## src/rtl/mux_pkg.sv

```systemverilog
// Shared constants and elaboration helpers for the pipelined mux tree.
package mux_pkg;

    // Select-source encoding for the mode input.
    localparam logic MODE_SEL  = 1'b0;
    localparam logic MODE_SCAN = 1'b1;

    // Ceiling log2 for tools without $clog2. The tree depth LEVELS is the
    // select width, so one register stage exists per bit of the channel index.
    function automatic int clog2(input int n);
        int r;
        r = 0;
        while ((1 << r) < n) r++;
        return r;
    endfunction

    // Number of nodes entering tree level k for an n-leaf tree: ceil(n / 2^k).
    function automatic int level_width(input int n, input int k);
        return (n + (1 << k) - 1) >> k;
    endfunction

endpackage

```

## src/rtl/mux_tree_stage.sv

```systemverilog
// One level of the mux tree: ceil(N_IN/2) 2:1 muxes steered by idx bit LEVEL,
// registered together with the beat's valid, index and error sideband.
module mux_tree_stage
    import mux_pkg::*;
#(
    parameter int WIDTH = 8,
    parameter int N_IN  = 8,
    parameter int SEL_W = 3,
    parameter int LEVEL = 0,
    localparam int N_OUT = level_width(N_IN, 1)
) (
    input  logic                   clk,
    input  logic                   rst,
    input  logic                   adv_i,
    input  logic                   valid_i,
    input  logic [N_IN*WIDTH-1:0]  data_i,
    input  logic [SEL_W-1:0]       idx_i,
    input  logic                   err_i,
    output logic                   valid_o,
    output logic [N_OUT*WIDTH-1:0] data_o,
    output logic [SEL_W-1:0]       idx_o,
    output logic                   err_o
);

    logic                   sel_bit;
    logic [N_OUT*WIDTH-1:0] data_d;
    logic [N_OUT*WIDTH-1:0] data_q;
    logic [SEL_W-1:0]       idx_q;
    logic                   valid_q;
    logic                   err_q;

    assign sel_bit = idx_i[LEVEL];

    // Pair nodes (2j, 2j+1); an unpaired last node faces a zero leaf.
    for (genvar j = 0; j < N_OUT; j++) begin : g_pair
        if (2 * j + 1 < N_IN) begin : g_full
            assign data_d[j*WIDTH +: WIDTH] = sel_bit ? data_i[(2*j+1)*WIDTH +: WIDTH]
                                                      : data_i[(2*j)*WIDTH +: WIDTH];
        end else begin : g_odd
            assign data_d[j*WIDTH +: WIDTH] = sel_bit ? {WIDTH{1'b0}}
                                                      : data_i[(2*j)*WIDTH +: WIDTH];
        end
    end

    // Capture this level's result; every stage advances in lockstep on adv_i.
    always_ff @(posedge clk) begin
        if (rst) begin
            // NOTE: data registers are reset as well so the final stage reads 0 out of reset.
            valid_q <= 1'b0;
            data_q  <= '0;
            idx_q   <= '0;
            err_q   <= 1'b0;
        end else if (adv_i) begin
            // NOTE: non-blocking assignments keep every stage sampling pre-edge values.
            valid_q <= valid_i;
            data_q  <= data_d;
            idx_q   <= idx_i;
            err_q   <= err_i;
        end
    end

    assign valid_o = valid_q;
    assign data_o  = data_q;
    assign idx_o   = idx_q;
    assign err_o   = err_q;

endmodule

```

## src/rtl/mux_tree_pipe.sv

```systemverilog
// Pipelined N_CH:1 mux tree with valid/ready handshake, global stall and an
// optional round-robin scan counter as the select source.
module mux_tree_pipe
    import mux_pkg::*;
#(
    parameter int WIDTH = 8,
    parameter int N_CH  = 8,
    parameter int SEL_W = clog2(N_CH)
) (
    input  logic                  clk,
    input  logic                  rst,
    input  logic                  mode,
    input  logic [SEL_W-1:0]      sel,
    input  logic [N_CH*WIDTH-1:0] in_data,
    input  logic                  in_valid,
    output logic                  in_ready,
    output logic [WIDTH-1:0]      out_data,
    output logic [SEL_W-1:0]      out_ch,
    output logic                  out_err,
    output logic                  out_valid,
    input  logic                  out_ready
);

    localparam int LEVELS = SEL_W;

    logic             adv;
    logic             accept;
    logic [SEL_W-1:0] idx;
    logic             beat_err;
    logic [SEL_W-1:0] scan_d;
    logic [SEL_W-1:0] scan_q;
    logic             last_valid;
    logic [WIDTH-1:0] last_data;
    logic [SEL_W-1:0] last_idx;
    logic             last_err;

    // The whole pipe moves only when the output slot is empty or being drained.
    assign adv      = !last_valid || out_ready;
    assign in_ready = adv;
    assign accept   = in_valid && adv;

    // The index is fixed at accept time and rides with the beat through the tree.
    assign idx      = (mode == MODE_SCAN) ? scan_q : sel;
    assign beat_err = 32'(idx) >= N_CH;

    // Next scan value: step on an accepted scan-mode beat, wrapping at N_CH-1.
    always_comb begin
        // NOTE: default assignment first so no path leaves scan_d unassigned (no latch).
        scan_d = scan_q;
        if (accept && mode == MODE_SCAN) begin
            scan_d = (scan_q == SEL_W'(N_CH - 1)) ? '0 : scan_q + 1'b1;
        end
    end

    // Scan counter register; holds across stalls and while in select mode.
    always_ff @(posedge clk) begin
        if (rst) begin
            scan_q <= '0;
        end else begin
            scan_q <= scan_d;
        end
    end

    // One registered 2:1 level per select bit, chained from the channel inputs.
    for (genvar k = 0; k < LEVELS; k++) begin : g_lvl
        localparam int N_IN  = level_width(N_CH, k);
        localparam int N_OUT = level_width(N_CH, k + 1);

        logic                   v_in;
        logic [N_IN*WIDTH-1:0]  d_in;
        logic [SEL_W-1:0]       idx_in;
        logic                   err_in;
        logic                   v_out;
        logic [N_OUT*WIDTH-1:0] d_out;
        logic [SEL_W-1:0]       idx_out;
        logic                   err_out;

        if (k == 0) begin : g_head
            assign v_in   = in_valid;
            assign d_in   = in_data;
            assign idx_in = idx;
            assign err_in = beat_err;
        end else begin : g_link
            assign v_in   = g_lvl[k-1].v_out;
            assign d_in   = g_lvl[k-1].d_out;
            assign idx_in = g_lvl[k-1].idx_out;
            assign err_in = g_lvl[k-1].err_out;
        end

        mux_tree_stage #(
            .WIDTH (WIDTH),
            .N_IN  (N_IN),
            .SEL_W (SEL_W),
            .LEVEL (k)
        ) u_stage (
            .clk     (clk),
            .rst     (rst),
            .adv_i   (adv),
            .valid_i (v_in),
            .data_i  (d_in),
            .idx_i   (idx_in),
            .err_i   (err_in),
            .valid_o (v_out),
            .data_o  (d_out),
            .idx_o   (idx_out),
            .err_o   (err_out)
        );
    end

    assign last_valid = g_lvl[LEVELS-1].v_out;
    assign last_data  = g_lvl[LEVELS-1].d_out;
    assign last_idx   = g_lvl[LEVELS-1].idx_out;
    assign last_err   = g_lvl[LEVELS-1].err_out;

    // An out-of-range index never leaks channel data.
    assign out_valid = last_valid;
    assign out_data  = last_err ? '0 : last_data;
    assign out_ch    = last_idx;
    assign out_err   = last_err;

endmodule

```

## config.mk

```make
export PLATFORM = sky130hd
export DESIGN_NAME = mux_tree_pipe
export DESIGN_NICKNAME = d
export VERILOG_FILES = /design/src/rtl/mux_pkg.sv /design/src/rtl/mux_tree_stage.sv /design/src/rtl/mux_tree_pipe.sv
export SDC_FILE = /design/constraint.sdc
export NUM_CORES = 1
export LEC_CHECK = 0
export CORE_AREA = 2 2 101 103
export CTS_CLUSTER_DIAMETER = 80
export DETAILED_ROUTE_END_ITERATION = 7
export DIE_AREA = 0 0 103 105
export PLACE_DENSITY_LB_ADDON = 0.1
export SETUP_SLACK_MARGIN = 0.15
export SLEW_MARGIN = 20
export SYNTH_ARGS = -nofsm -noshare
export SYNTH_HDL_FRONTEND = slang
export SYNTH_HIERARCHICAL = 1
export SYNTH_SLANG_ARGS = --single-unit
```

## constraint.sdc

```tcl
create_clock -name clk -period 1.3 [get_ports clk]
set_input_delay 0.26 -clock clk [delete_from_list [all_inputs] [get_ports clk]]
set_output_delay 0.26 -clock clk [all_outputs]
set_load 0.01 [all_outputs]
```

==> run metrics, run 1 <==
fmax around 0.74 GHz; final period utilization 1.04; Post-Synth Simple-Gate Area 0.114; clk_lat worst skew 340 ps; clock network fraction of total power 0.346; global-route usage over all layers 0.154; CTS tree built; Worst R2R Setup Slack -50 ps; Synth area leader dfxtp_1; leakage between 2 and 2.5 nW; initial core utilization 0.342; Pint 3.99 mW; clk root buf clkbuf_8; Post-synth EDFFs 0; Layout Nets 511; CP Class reg2reg; PortBufs 85; Hold Buf Count CTS 0; maximum VDD drop 0.446 mV; Cell Pwr Density 1010 mW/mm^2; top cells by count, synth dfxtp_1 (74), mux2i_1 (73), nor2_1 (71), a211oi_1 (56), buf_2 (13); total number of yosys warnings 6; most common cell in the netlist dfxtp_1; P&R area growth vs syn 59.7%; initial drt markers 75; DP Area 0.00434 mm^2; vias in the first global route 2585; Longest Clk Path Bufs 2; drt drc 0; Worst-path clk slew ~80 ps; ys flop type dfxtp_1; post-route cell area about 0.0053 mm^2; Routed Antenna Nets 0; die height between 100 and 150 um; CP Max Fanout 6; initial antenna violation count 0; nature of the critical path endpoint flop; via count 2763; Total Power roughly 5.3 mW; RR Endpoint g_lvl[0].u_stage/data_o[14]$_SDFFE_PP0P_; register area between 0.001 and 0.0015 mm^2; sequential fraction of the synthesis area 0.449; Cell Area, Synth about 0.0033 mm^2; min Tclk post-route roughly 1300 ps; hold slack 327 ps; outcome finished, violations left; share of layout cells above drive strength 1 0.310; clk sinks 74; Die Area 0.0108 mm^2; final setup vio count 7; share of power burned in registers 0.474; first-pass GRT wire length 13000 um; Synth cell types 19; Worst Skew 8.10 ps; Max Cap Viol 0; number of diodes 0; Final Hold Violating Endpoints 0; CP Data Required Time 1560 ps; vias per cell 4.81; min-delay src rst; RSZ-0062 raised after global routing yes; H-tree levels 3; Gate power share 0.180; DR pass1 iterations 4; Startpoint Class flop; syn nets ~400; switching part of the total 0.249; DR WL/cell 15.5 um; largest family of logic cells by synthesized area multiplexers; Place WS -485 ps; Multi-input gate area ~0.0019 mm^2; synthesized instance count 325; violated checks negative setup slack; worst min path class in2reg; global route overflow 0; crit path DAT 1610 ps; Net Sw Power between 1 and 1.5 mW; synthesis-stage register bit count 74; total core area 0.00964 mm^2; Synth top area share 0.449; XOR/XNOR Fraction of Synth Area 0; reg2reg path depth 5; Die W 103 um; FFs w/ async S/R, synth 0; Syn Area/Cell 10.2 um^2; Synth Area in Compound Gates 0.127; # fillers 858; CTS buffer count 9; Ports 86; Rows 36; final worst slack -49.1 ps; mux cell area share after synthesis 0.236; top cells by area, synth dfxtp_1 (45%), mux2i_1 (22%), a211oi_1 (13%), nor2_1 (8.1%), buf_12 (2.4%); dpl hpwl 5220 um; GPL Wtd Cong a little over 0.7; reg2reg start scan_q[0]$_SDFFE_PP0P_; hold endpoint scan_q[1]$_SDFFE_PP0P_; post-synthesis adder-cell area fraction 0.00758; largest net degree at the start of global routing 54; Hold Crit Depth 3; utilization after layout 0.547; Slew Limit Fails 0; Routed WL 8930 um
-- layout make-up --
type | count | share of cell area
timing repair buffer | 129 | 0.289
clock buffer | 11 | 0.0287
tap | 133 | 0.0316
sequential | 74 | 0.283
multi-input combinational | 223 | 0.358
clock inverter | 5 | 0.00997
-- cell usage in the layout, fill, tap and decap left out, drive strengths merged --
| cell | count |
|---|---|
| a211oi | 56 |
| and3 | 1 |
| buf | 52 |
| bufinv | 1 |
| clkbuf | 18 |
| clkdlybuf4s50 | 67 |
| clkinv | 3 |
| clkinvlp | 1 |
| conb | 1 |
| dfxtp | 74 |
| dlygate4sd2 | 3 |
| ha | 2 |
| mux2 | 4 |
| mux2i | 73 |
| nand2b | 5 |
| nor2 | 71 |
| nor2b | 9 |
| nor3 | 1 |
-- per-layer routing --
layer,track usage,share of wire,vias up
li1,-,-,1392
met4,0.0564,0.012,0
met3,0.0281,0.034,10
met2,0.228,0.48,62
met5,0,0,-
met1,0.222,0.48,1299
-- power by group through the flow --
stage                     registers (mW)  clock network (mW)  logic, mW
after floorplan                     2.53                   0      0.436
after global placement              2.56                   0      0.764
after detailed placement            2.56                   0      0.772
after CTS                           2.51                1.88      0.857
after global routing                2.54                1.98       1.03
final                               2.52                1.84      0.957
-- registers in the layout (all words and copies together) (netlist names) --
| signal | cells |
|---|---|
| g_lvl.u_stage/valid_o | 3 |
| g_lvl.u_stage/err_o | 3 |
| scan_q | 3 |
| g_lvl.u_stage/idx_o | 9 |
| g_lvl.u_stage/data_o | 56 |
-- through the flow --
| stage | TNS [ps] | instances |
|---|---|---|
| 6_report | -156 | 575 |
| 5_1_grt | -747 | 575 |
| 4_1_cts | -180 | 561 |
| 3_5_place_dp | -24270 | 534 |
| 3_3_place_gp | -23130 | 534 |
| 2_1_floorplan | 0 | 325 |
-- how the worst max path moves through the flow --
stage	startpoint	end	slack, ps	cells after the start
2_1_floorplan	scan_q[0]$_SDFFE_PP0P_	g_lvl[0].u_stage/data_o[0]$_SDFFE_PP0P_	90	5
6_report	scan_q[0]$_SDFFE_PP0P_	g_lvl[0].u_stage/data_o[14]$_SDFFE_PP0P_	-50	5
4_1_cts	g_lvl[2].u_stage/err_o$_SDFFE_PP0P_	out_data[1]	-40	3
3_3_place_gp	mode	g_lvl[0].u_stage/data_o[9]$_SDFFE_PP0P_	-470	5
3_5_place_dp	mode	g_lvl[0].u_stage/data_o[9]$_SDFFE_PP0P_	-480	5
5_1_grt	g_lvl[2].u_stage/err_o$_SDFFE_PP0P_	out_data[2]	-100	3
-- critical path: stages (launching register included) --
cell,delay [ps]
dfxtp_2,320
mux2_4,320
buf_12,150
buf_16,130
mux2i_2,140
a211oi_2,210
-- repair_timing --
item / in CTS / in global routing
setup endpoints to repair: 84 / 72
resized for setup: 104 / 50
pin swaps: 5 / 33
gates cloned: 5 / 9
setup buffers: 6 / 5
-- kinds of logic (layout without fill, tap and decap cells) --
kind of cell	after synthesis	in the layout
compound gates	56	56
fa+ha+maj	2	2
buf+inv	28	145
flops	74	74
mux	77	77
other cells	1	1
simple gates	87	87
(Power assumes the default switching activity.)
==> run 2, diff against run 1 <==
--- a/config.mk
+++ b/config.mk
@@ -5,10 +5,10 @@
 export SDC_FILE = /design/constraint.sdc
 export NUM_CORES = 1
 export LEC_CHECK = 0
-export CORE_AREA = 2 2 101 103
+export CORE_AREA = 2 2 116 90
 export CTS_CLUSTER_DIAMETER = 80
 export DETAILED_ROUTE_END_ITERATION = 7
-export DIE_AREA = 0 0 103 105
+export DIE_AREA = 0 0 118 92
 export PLACE_DENSITY_LB_ADDON = 0.1
 export SETUP_SLACK_MARGIN = 0.15
 export SLEW_MARGIN = 20
==> run 2 against run 1 <==
  * The flow now finishes without violations
  * Via count grew 3.5%
  * Wire length grew 6.8%
  * Sequential power about the same
  * Maximum frequency up 4.9%
  * Critical path type unchanged
==> run metrics, run 2 (synthesized netlist as in run 1, its figures left out) <==
outcome finished clean (was finished, violations left); Worst setup endpoint g_lvl[0].u_stage/data_o[8]$_SDFFE_PP0P_ (was g_lvl[0].u_stage/data_o[14]$_SDFFE_PP0P_); reg2reg path depth 4 (was 5); nature of the critical path endpoint flop (unchanged); initial antenna violation count 0 (unchanged); final setup vio count 0 (was 7); first-pass GRT wire length 13500 um (was 13000 um); Longest Clk Path Bufs 2 (unchanged); # fillers 860 (was 858); P&R area growth vs syn 70.1% (was 59.7%); CP Max Fanout 12 (was 6); min Tclk post-route 1290 ps (was 1350 ps); top routing layer in use met4 (unchanged); Routed WL 9530 um (was 8930 um); CP Data Required Time 1540 ps (was 1560 ps); worst path cell trace mux2_4 > buf_12 > mux2i_1 > a211oi_1 (was mux2_4 > buf_12 > buf_16 > mux2i_2 > a211oi_2); RR Endpoint g_lvl[0].u_stage/data_o[8]$_SDFFE_PP0P_ (was g_lvl[0].u_stage/data_o[14]$_SDFFE_PP0P_); met3 WL 397 um (was 301 um); drt drc 0 (unchanged); crit path from scan_q[0]$_SDFFE_PP0P_ (unchanged); Die Area 0.0109 mm^2 (was 0.0108 mm^2); initial drt markers 131 (was 75); final worst slack 14.0 ps (was -49.1 ps); Rows 32 (was 36); Place WS -541 ps (was -485 ps); clk root buf clkbuf_16 (was clkbuf_8); Max Cap Viol 0 (unchanged); CP Class reg2reg (unchanged); most frequent cells in the layout clkdlybuf4s50_1 (67), dfxtp_1 (66), mux2i_1 (53) (was dfxtp_1 (68), clkdlybuf4s50_1 (67), mux2i_1 (63)); Layout Nets 516 (was 511); share of layout cells above drive strength 1 0.396 (was 0.310); PortBufs 85 (unchanged); H-tree levels 3 (unchanged); reg2reg start scan_q[0]$_SDFFE_PP0P_ (unchanged); number of diodes 0 (unchanged); dpl hpwl 5380 um (was 5220 um); Worst-path clk slew 60 ps (was 80 ps); metal2 WL 4370 um (was 4240 um); DR pass1 iterations 4 (unchanged); highest cell delay on the worst timing path 330 ps (was 320 ps); Ports 86 (unchanged); Total Neg Setup Slack 0 ps (was -156 ps); commonest non-fill, non-tap cell in the layout clkdlybuf4s50_1 (was dfxtp_1); Routed Antenna Nets 0 (unchanged); crit path DAT 1520 ps (was 1610 ps); worst min path class in2reg (unchanged); initial core utilization 0.334 (was 0.342); CTS buffer count 9 (unchanged); Cell Pwr Density 1040 mW/mm^2 (was 1010 mW/mm^2); fmax 0.778 GHz (was 0.741 GHz); Die W 118 um (was 103 um); Startpoint Class flop (unchanged); final period utilization 0.989 (was 1.04); Hold Buf Count CTS 0 (unchanged); Worst Skew 5.43 ps (was 8.10 ps); global route overflow 0 (unchanged); Final Hold Violating Endpoints 0 (unchanged); met1 wire length 4600 um (was 4280 um); largest net degree at the start of global routing 39 (was 54); DR WL/cell 16.4 um (was 15.5 um); clk_lat worst skew 330 ps (was 340 ps); leakage 2.26 nW (was 2.17 nW); clk sinks 74 (unchanged); Worst R2R Setup Slack 10 ps (was -50 ps); vias per cell 4.90 (was 4.81); max reg flops 56 (unchanged); min-delay src rst (unchanged); die height 92 um (was 105 um); global-route usage over all layers 0.159 (was 0.154); utilization after layout 0.568 (was 0.547); total core area 0.00989 mm^2 (was 0.00964 mm^2); hold slack 413 ps (was 327 ps); maximum VDD drop 0.699 mV (was 0.446 mV); CTS tree built (unchanged); GPL Wtd Cong 0.696 (was 0.720); via count 2859 (was 2763); RSZ-0062 raised after global routing yes (unchanged); Worst path slowest cell dfxtp_2 (unchanged); Slew Limit Fails 0 (unchanged); vias in the first global route 2738 (was 2585)
-- run 2: changes by cell type in the layout (fill, tap and decap cells not counted), moves of 3 or more --
cell / before / now
a211oi_2: 23 / 37
a211oi_1: 33 / 18
nor2_1: 57 / 46
mux2i_2: 6 / 16
nor2_4: 5 / 18
clkbuf_16: 7 / 17
mux2i_1: 63 / 53
clkbuf_8: 11 / 1
clkbuf_1: 0 / 3
-- run 2: final cells by class --
| class | instances | area [um^2] | share of cell area |
|---|---|---|---|
| clock inverters | 3 | 15.0 | 0.00267 |
| repair buffers | 133 | 1590 | 0.282 |
| flip-flops and latches | 74 | 1500 | 0.267 |
| clock buffers | 13 | 250 | 0.0446 |
| well taps | 136 | 170 | 0.0303 |
| multi-input cells | 224 | 2100 | 0.373 |
-- run 2: per-layer routing --
| layer | up-vias | GRT usage |
|---|---|---|
| met1 | 1372 | 0.204 |
| li1 | 1399 | - |
| met5 | - | 0 |
| met4 | 0 | 0.0422 |
| met2 | 69 | 0.261 |
| met3 | 19 | 0.0479 |
-- run 2: what timing repair did --
action / 4_1_cts / 5_1_grt
gates cloned: 4 / 9
pin swaps: 7 / 40
gates resized for setup: 85 / 118
buffers inserted: 5 / 6
setup endpoints to repair: 87 / 80
-- run 2: worst min-delay path by stage --
| stage | endpoint | cells after the start |
|---|---|---|
| 6_report | scan_q[1]$_SDFFE_PP0P_ | 3 |
| 5_1_grt | scan_q[1]$_SDFFE_PP0P_ | 3 |
| 4_1_cts | scan_q[1]$_SDFFE_PP0P_ | 3 |
| 3_5_place_dp | g_lvl[0].u_stage/data_o[8]$_SDFFE_PP0P_ | 2 |
| 3_3_place_gp | g_lvl[1].u_stage/err_o$_SDFFE_PP0P_ | 2 |
| 2_1_floorplan | g_lvl[1].u_stage/data_o[15]$_SDFFE_PP0P_ | 1 |
-- run 2: critical path, delay by kind of cell (launching register included) --
kind                   cells  cell delay (ps)
flip-flops                 1              330
AO/OA/AOI/OAI              1              220
multiplexers               2              460
buffers and inverters      1              180
-- run 2: stage by stage --
step,area (um^2),total power [mW],instances
after floorplan,3310,2.97,325
after global placement,4400,3.34,543
after detailed placement,4400,3.35,543
after CTS,4850,5.60,568
after global routing,5620,6.04,583
final,5620,5.81,583
-- run 2: power breakdown --
| part | switching, mW | internal [mW] |
|---|---|---|
| clock network | 0.895 | 1.34 |
| logic | 0.404 | 0.638 |
| registers | 0.120 | 2.42 |
